## config.mk

```make
export PLATFORM = sky130hd
export DESIGN_NAME = rb_alu_ctrl_flat
export DESIGN_NICKNAME = d
export VERILOG_FILES = /design/src/rtl/rb_alu_ctrl_if.sv /design/src/rtl/rb_alu_ctrl.sv /design/src/flat_wrapper.sv
export SDC_FILE = /design/constraint.sdc
export NUM_CORES = 1
export LEC_CHECK = 0
export ABC_AREA = 1
export ABC_CLOCK_PERIOD_IN_PS = 2250
export BUFFER_PORTS_ARGS = -buffer_cell sky130_fd_sc_hd__buf_2
export CORE_AREA = 2 2 104 81
export CTS_BUF_LIST = sky130_fd_sc_hd__clkbuf_8
export CTS_CLUSTER_DIAMETER = 80
export DETAILED_ROUTE_END_ITERATION = 6
export DIE_AREA = 0 0 106 83
export GPL_TIMING_DRIVEN = 0
export PLACE_DENSITY = 0.81
export SLEW_MARGIN = 10
export SYNTH_ARGS = -nofsm -noshare
export SYNTH_HDL_FRONTEND = slang
export SYNTH_SLANG_ARGS = --single-unit
```

## constraint.sdc

```tcl
create_clock -name clk -period 2.25 [get_ports clk]
set_input_delay 0.3375 -clock clk [delete_from_list [all_inputs] [get_ports clk]]
set_output_delay 0.3375 -clock clk [all_outputs]
set_load 0.005 [all_outputs]
```

## src/rtl/rb_alu_ctrl_if.sv

```systemverilog
// Command, register-bank and status signals of the rb_alu_ctrl block.
// The master side is the upstream stimulus together with the bank read data;
// the slave side is the controller itself.
interface rb_alu_ctrl_if #(
  parameter int unsigned W = 7,
  parameter int unsigned N = 2
);
  localparam int unsigned AW = 2 ** N;

  logic          cmd_valid;
  logic          cmd_ready;
  logic [2:0]    cmd_op;
  logic [AW-1:0] cmd_rd;
  logic [AW-1:0] cmd_rs1;
  logic [AW-1:0] cmd_rs2;
  logic [W-1:0]  cmd_imm;
  logic          rb_we;
  logic [AW-1:0] rb_addr_rd;
  logic [AW-1:0] rb_addr_rs1;
  logic [AW-1:0] rb_addr_rs2;
  logic [W-1:0]  rb_data_in;
  logic [W-1:0]  rb_rs1;
  logic [W-1:0]  rb_rs2;
  logic          done;
  logic          err;
  logic [W-1:0]  result;
  logic          carry;
  logic          zero;

  modport master (
    output cmd_valid, cmd_op, cmd_rd, cmd_rs1, cmd_rs2, cmd_imm, rb_rs1, rb_rs2,
    input  cmd_ready, rb_we, rb_addr_rd, rb_addr_rs1, rb_addr_rs2, rb_data_in,
    input  done, err, result, carry, zero
  );

  modport slave (
    input  cmd_valid, cmd_op, cmd_rd, cmd_rs1, cmd_rs2, cmd_imm, rb_rs1, rb_rs2,
    output cmd_ready, rb_we, rb_addr_rd, rb_addr_rs1, rb_addr_rs2, rb_data_in,
    output done, err, result, carry, zero
  );
endinterface

```

## src/rtl/rb_alu_ctrl.sv

```systemverilog
// Command sequencer/ALU in front of the register bank. One command takes
// IDLE -> READ -> EXEC -> WRITE -> IDLE; all outputs are registered.
module rb_alu_ctrl #(
  parameter int unsigned W = 7,
  parameter int unsigned N = 2
) (
  input logic          clk,
  input logic          reset,
  rb_alu_ctrl_if.slave bus
);
  localparam int unsigned AW      = 2 ** N;
  localparam int unsigned NumRegs = 2 ** N;

  typedef enum logic [2:0] {
    OpAdd   = 3'b000,
    OpSub   = 3'b001,
    OpAnd   = 3'b010,
    OpOr    = 3'b011,
    OpXor   = 3'b100,
    OpSll   = 3'b101,
    OpLoadi = 3'b110,
    OpRsvd  = 3'b111
  } op_e;

  typedef enum logic [1:0] {StIdle, StRead, StExec, StWrite} state_e;

  state_e        state_q;
  op_e           op_q;
  logic [AW-1:0] rd_q;
  logic [W-1:0]  imm_q;
  logic [W-1:0]  opa_q;
  logic [W-1:0]  opb_q;
  logic [W-1:0]  alu_q;
  logic          alu_carry_q;

  logic          cmd_ready_q;
  logic          rb_we_q;
  logic [AW-1:0] rb_addr_rd_q;
  logic [AW-1:0] rb_addr_rs1_q;
  logic [AW-1:0] rb_addr_rs2_q;
  logic [W-1:0]  rb_data_in_q;
  logic          done_q;
  logic          err_q;
  logic [W-1:0]  result_q;
  logic          carry_q;
  logic          zero_q;

  logic          cmd_ok;
  logic [W:0]    alu_wide;
  logic [W-1:0]  alu_res;
  logic          alu_c;

  // Legality of the presented command; LOADI ignores its source addresses.
  always_comb begin
    cmd_ok = (bus.cmd_op != OpRsvd) && (32'(bus.cmd_rd) < NumRegs);
    if (bus.cmd_op != OpLoadi) begin
      cmd_ok = cmd_ok && (32'(bus.cmd_rs1) < NumRegs) && (32'(bus.cmd_rs2) < NumRegs);
    end
  end

  // ALU on the operands captured in READ; carry is carry-out for ADD, borrow for SUB.
  always_comb begin
    alu_wide = '0;
    alu_res  = '0;
    alu_c    = 1'b0;
    case (op_q)
      OpAdd: begin
        alu_wide = {1'b0, opa_q} + {1'b0, opb_q};
        alu_res  = alu_wide[W-1:0];
        alu_c    = alu_wide[W];
      end
      OpSub: begin
        alu_wide = {1'b0, opa_q} - {1'b0, opb_q};
        alu_res  = alu_wide[W-1:0];
        alu_c    = alu_wide[W];
      end
      OpAnd:   alu_res = opa_q & opb_q;
      OpOr:    alu_res = opa_q | opb_q;
      OpXor:   alu_res = opa_q ^ opb_q;
      OpSll:   alu_res = (32'(opb_q) >= W) ? '0 : (opa_q << opb_q);
      OpLoadi: alu_res = imm_q;
      default: alu_res = '0;
    endcase
  end

  // Sequencer FSM with registered bank and status outputs.
  always_ff @(posedge clk) begin
    if (reset) begin
      state_q       <= StIdle;
      op_q          <= OpAdd;
      rd_q          <= '0;
      imm_q         <= '0;
      opa_q         <= '0;
      opb_q         <= '0;
      alu_q         <= '0;
      alu_carry_q   <= 1'b0;
      cmd_ready_q   <= 1'b1;
      rb_we_q       <= 1'b0;
      rb_addr_rd_q  <= '0;
      rb_addr_rs1_q <= '0;
      rb_addr_rs2_q <= '0;
      rb_data_in_q  <= '0;
      done_q        <= 1'b0;
      err_q         <= 1'b0;
      result_q      <= '0;
      carry_q       <= 1'b0;
      zero_q        <= 1'b0;
    end else begin
      done_q <= 1'b0;
      err_q  <= 1'b0;
      unique case (state_q)
        StIdle: begin
          if (bus.cmd_valid && cmd_ready_q) begin
            if (cmd_ok) begin
              op_q          <= op_e'(bus.cmd_op);
              rd_q          <= bus.cmd_rd;
              imm_q         <= bus.cmd_imm;
              rb_addr_rs1_q <= bus.cmd_rs1;
              rb_addr_rs2_q <= bus.cmd_rs2;
              cmd_ready_q   <= 1'b0;
              state_q       <= StRead;
            end else begin
              // Rejected commands are consumed but never reach the bank.
              err_q <= 1'b1;
            end
          end
        end
        StRead: begin
          opa_q         <= bus.rb_rs1;
          opb_q         <= bus.rb_rs2;
          rb_addr_rs1_q <= '0;
          rb_addr_rs2_q <= '0;
          state_q       <= StExec;
        end
        StExec: begin
          alu_q        <= alu_res;
          alu_carry_q  <= alu_c;
          // Register 0 is never written.
          rb_we_q      <= (rd_q != '0);
          rb_addr_rd_q <= rd_q;
          rb_data_in_q <= alu_res;
          state_q      <= StWrite;
        end
        StWrite: begin
          rb_we_q      <= 1'b0;
          rb_addr_rd_q <= '0;
          rb_data_in_q <= '0;
          result_q     <= alu_q;
          carry_q      <= alu_carry_q;
          zero_q       <= (alu_q == '0);
          done_q       <= 1'b1;
          cmd_ready_q  <= 1'b1;
          state_q      <= StIdle;
        end
        default: state_q <= StIdle;
      endcase
    end
  end

  assign bus.cmd_ready   = cmd_ready_q;
  assign bus.rb_we       = rb_we_q;
  assign bus.rb_addr_rd  = rb_addr_rd_q;
  assign bus.rb_addr_rs1 = rb_addr_rs1_q;
  assign bus.rb_addr_rs2 = rb_addr_rs2_q;
  assign bus.rb_data_in  = rb_data_in_q;
  assign bus.done        = done_q;
  assign bus.err         = err_q;
  assign bus.result      = result_q;
  assign bus.carry       = carry_q;
  assign bus.zero        = zero_q;
endmodule

```

## src/flat_wrapper.sv

```systemverilog
// flat-port wrapper written by rule: the top's interface ports become plain ports
module rb_alu_ctrl_flat 
#(
  parameter int unsigned W = 7,
  parameter int unsigned N = 2
)
  (clk, reset, bus_cmd_valid, bus_cmd_op, bus_cmd_rd, bus_cmd_rs1, bus_cmd_rs2, bus_cmd_imm, bus_rb_rs1, bus_rb_rs2, bus_cmd_ready, bus_rb_we, bus_rb_addr_rd, bus_rb_addr_rs1, bus_rb_addr_rs2, bus_rb_data_in, bus_done, bus_err, bus_result, bus_carry, bus_zero);
  rb_alu_ctrl_if #(.W(W), .N(N)) bus_i ();
  input logic clk;
  input logic reset;
  input wire logic [$bits(bus_i.cmd_valid)-1:0] bus_cmd_valid;
  input wire logic [$bits(bus_i.cmd_op)-1:0] bus_cmd_op;
  input wire logic [$bits(bus_i.cmd_rd)-1:0] bus_cmd_rd;
  input wire logic [$bits(bus_i.cmd_rs1)-1:0] bus_cmd_rs1;
  input wire logic [$bits(bus_i.cmd_rs2)-1:0] bus_cmd_rs2;
  input wire logic [$bits(bus_i.cmd_imm)-1:0] bus_cmd_imm;
  input wire logic [$bits(bus_i.rb_rs1)-1:0] bus_rb_rs1;
  input wire logic [$bits(bus_i.rb_rs2)-1:0] bus_rb_rs2;
  output wire logic [$bits(bus_i.cmd_ready)-1:0] bus_cmd_ready;
  output wire logic [$bits(bus_i.rb_we)-1:0] bus_rb_we;
  output wire logic [$bits(bus_i.rb_addr_rd)-1:0] bus_rb_addr_rd;
  output wire logic [$bits(bus_i.rb_addr_rs1)-1:0] bus_rb_addr_rs1;
  output wire logic [$bits(bus_i.rb_addr_rs2)-1:0] bus_rb_addr_rs2;
  output wire logic [$bits(bus_i.rb_data_in)-1:0] bus_rb_data_in;
  output wire logic [$bits(bus_i.done)-1:0] bus_done;
  output wire logic [$bits(bus_i.err)-1:0] bus_err;
  output wire logic [$bits(bus_i.result)-1:0] bus_result;
  output wire logic [$bits(bus_i.carry)-1:0] bus_carry;
  output wire logic [$bits(bus_i.zero)-1:0] bus_zero;
  assign bus_i.cmd_valid = bus_cmd_valid;
  assign bus_i.cmd_op = bus_cmd_op;
  assign bus_i.cmd_rd = bus_cmd_rd;
  assign bus_i.cmd_rs1 = bus_cmd_rs1;
  assign bus_i.cmd_rs2 = bus_cmd_rs2;
  assign bus_i.cmd_imm = bus_cmd_imm;
  assign bus_i.rb_rs1 = bus_rb_rs1;
  assign bus_i.rb_rs2 = bus_rb_rs2;
  assign bus_cmd_ready = bus_i.cmd_ready;
  assign bus_rb_we = bus_i.rb_we;
  assign bus_rb_addr_rd = bus_i.rb_addr_rd;
  assign bus_rb_addr_rs1 = bus_i.rb_addr_rs1;
  assign bus_rb_addr_rs2 = bus_i.rb_addr_rs2;
  assign bus_rb_data_in = bus_i.rb_data_in;
  assign bus_done = bus_i.done;
  assign bus_err = bus_i.err;
  assign bus_result = bus_i.result;
  assign bus_carry = bus_i.carry;
  assign bus_zero = bus_i.zero;
  rb_alu_ctrl #(.W(W), .N(N)) u_core (.clk(clk), .reset(reset), .bus(bus_i));
endmodule
```

==> run_results.csv <==
group,metric,value,unit
status,outcome,"completed",
pwr,powerDensity,1096,mW/mm²
yosys,async_reset_ff_frac,0,
yosys,avgSynthCellArea,7.138,µm²
worst_setup_path,cp_data_required_time,2.47,ns
worst_setup_path,crit_path_max_fanout,5,
drt,vias_per_cell,5.393,
sta,setup-violations-final,0,
placement,place_congestion,0.9714,
pwr,leakage,2.051,nW
drt,drcViolationCount,0,
final_layout,mostFrequentLayoutCells,"nand2_1 (140), buf_2 (71), a21oi_1 (68), dfxtp_1 (66), inv_1 (50)",
clock_network,clock_latency,0.35,ns
clock_network,cts_buffer_depth,2,
placement,hpwl,8303,µm
die,die_h,83,µm
pwr,ir_drop,562.4,µV
clock_network,tritoncts,"built",
placement,io_buffers,69,
clock_network,clk_pin_slew_worst_paths,0.08,ns
sta,hold_viol_final,0,
final_layout,diodes,0,
global_routing,grt_pass1_vias,3633,
worst_setup_path,setup.worst_path.class,"flip-flop to flip-flop",
die,initial_utilization,0.5024,
drt,firstDrtPassIters,5,
min_path,hold_class,"primary input to flip-flop",
final_layout,layout_commonest_cell,"nand2_1",
drt,vias,3964,
die,die-area,0.008798,mm²
die,ios,71,
clock_network,cts_setup_buffers,0,
worst_setup_path,worstSetupStartpointType,"flip-flop",
global_routing,grt_pass1_wl,17610,µm
yosys,ys.flop_type,"dfxtp_1",
yosys,yosysUniqueCellTypes,39,
global_routing,grt.met2_usage,0.3806,
global_routing,grt_overflow_total,0,
global_routing,grt_usage,0.2505,
yosys,synth_edf_count,0,
sta,post-route-period-util,0.9509,
die,rows,28,
sta,clock.fmax,0.4674,GHz
drt,ant_nets,0,
yosys,postSynthCellCount,545,
die,die_w,106,µm
drt,drt_iter0_drc,212,
drt,wire_per_inst,14.61,µm
global_routing,grt_max_degree,14,
global_routing,gr-max-usage-layer,"met2",
yosys,ys_ff_latch,70,
clock_network,cts_hold_buf,0,
final_layout,final_util,0.5913,
drt,routed_wl,10740,µm
worst_setup_path,cp.arrival,2.36,ns
worst_setup_path,cp-end-kind,"flip-flop",
clock_network,cts-buffers-inserted,9,
yosys,ys.warnings.count,0,
yosys,ys_seq_area_frac,0.3602,
yosys,synth_fp_nets,612,
pwr,power.total,5.017,mW
yosys,syn_area,0.003890,mm²
global_routing,globalRouteMet3Util,0.05416,
job,max_cap_violations,0,
global_routing,grtUsageMet1,0.3585,
clock_network,root_buffer,"clkbuf_8",
clock_network,cts.sinks,70,
sta,finClkSkew,0.006555,ns
die,core,0.007742,mm²
sta,drv_slew,0,
final_layout,nets,692,
sta,relSlewSlack,0.6379,
sta,rsz0062_at_grt,"no",
final_layout,final_layout_size_suffix_gt1_frac,0.2032,
global_routing,antenna_found_initial,0,
clock_network,htreeDepth,3,
clock_network,cts_resized,0,
sta,fin_setup_tns,0,ns
sta,tightest_slew,0.5432,ns
sta,whs,0.2233,ns
final_layout,areaGrowthSynthToFinish,17.69,%
sta,fin_crit,2.139,ns
[stage by stage]
| stage | setup slack (ns) | instance area (µm²) | std cells |
|---|---|---|---|
| finish | 0.1105 | 4578 | 735 |
| global route | 0.008844 | 4578 | 735 |
| CTS | 0.01948 | 4563 | 735 |
| detailed placement | 0.03412 | 4367 | 719 |
| global placement | 0.05868 | 4367 | 719 |
| floorplan | 0.4344 | 3890 | 545 |
[cell usage after synthesis (4+ instances only)]
| library cell | count | area [µm²] |
|---|---|---|
| a21oi_1 | 68 | 340.3 |
| inv_2 | 4 | 15.01 |
| nand3_1 | 46 | 230.2 |
| nand3_2 | 8 | 80.08 |
| ha_1 | 26 | 325.3 |
| o22ai_1 | 6 | 37.54 |
| dfxtp_1 | 70 | 1401 |
| clkbuf_1 | 13 | 48.80 |
| nand4_1 | 12 | 75.07 |
| nand2_2 | 4 | 25.02 |
| nand2_1 | 140 | 525.5 |
| o21ai_0 | 28 | 140.1 |
| nor2_1 | 28 | 105.1 |
| o21ai_1 | 9 | 45.04 |
| inv_1 | 50 | 187.7 |
[cells by family (layout without fill, tap and decap cells)]
logic type,Yosys count,after routing,share of synthesized area
AO/OA/AOI/OAI,120,120,0.1663
AND/OR/NAND/NOR,249,249,0.2933
buffers and inverters,78,163,0.08620
adder cells (fa/ha/maj),28,28,0.09392
flip-flops,70,70,0.3602
[worst max-delay path, cell delays in order, from the launching register on]
cell       delay, ns
dfxtp_1         0.42
ha_1            0.26
inv_1           0.10
fa_1            0.42
inv_1           0.11
nand2_1         0.06
nand3_1         0.11
o2111ai_1       0.18
nor2_1          0.13
nand2_1         0.06
nand2_1         0.09
a21oi_1         0.06
[where the power goes]
| part | switching (mW) | internal, mW | total [mW] |
|---|---|---|---|
| clock network | 0.518 | 0.513 | 1.03 |
| logic | 1.53 | 0.812 | 2.35 |
| registers | 0.211 | 1.43 | 1.64 |
[final cells by class]
cell class | instances | area [µm²]
clock buffers | 9 | 123.9
plain buffers | 21 | 113.9
clock inverters | 7 | 72.57
well taps | 105 | 131.4
flip-flops and latches | 70 | 1409
inverters | 57 | 221.5
multi-input cells | 397 | 2161
repair buffers | 69 | 345.3
fillers | 741 | 3164
[per-layer routing]
layer	share of wire	vias up	routed length, µm
li1	-	1963	-
met1	0.46	1844	4987
met2	0.44	144	4753
met3	0.080	13	854
met4	0.014	0	147
met5	0	-	0
[final timing paths]
kind | from | end | slack, ns | depth (start not counted)
worst min-delay path | bus_cmd_rd[1] | u_core.rd_q[1] | 0.22 | 3
worst max register to register | u_core.opa_q[0] | u_core.alu_q[2] | 0.11 | 11
worst min register to register | u_core.alu_carry_q | u_core.bus.carry | 0.46 | 2
worst max-delay path | u_core.opa_q[0] | u_core.alu_q[2] | 0.11 | 11
[registers in the layout, summed over array words and instances, names as in the netlist, 7 cells and up]
name / flops
u_core.bus.rb_data_in: 7
u_core.bus.result: 7
u_core.imm_q: 7
u_core.alu_q: 7
u_core.opa_q: 7
u_core.opb_q: 7
Power figures use the tool's default switching activity.
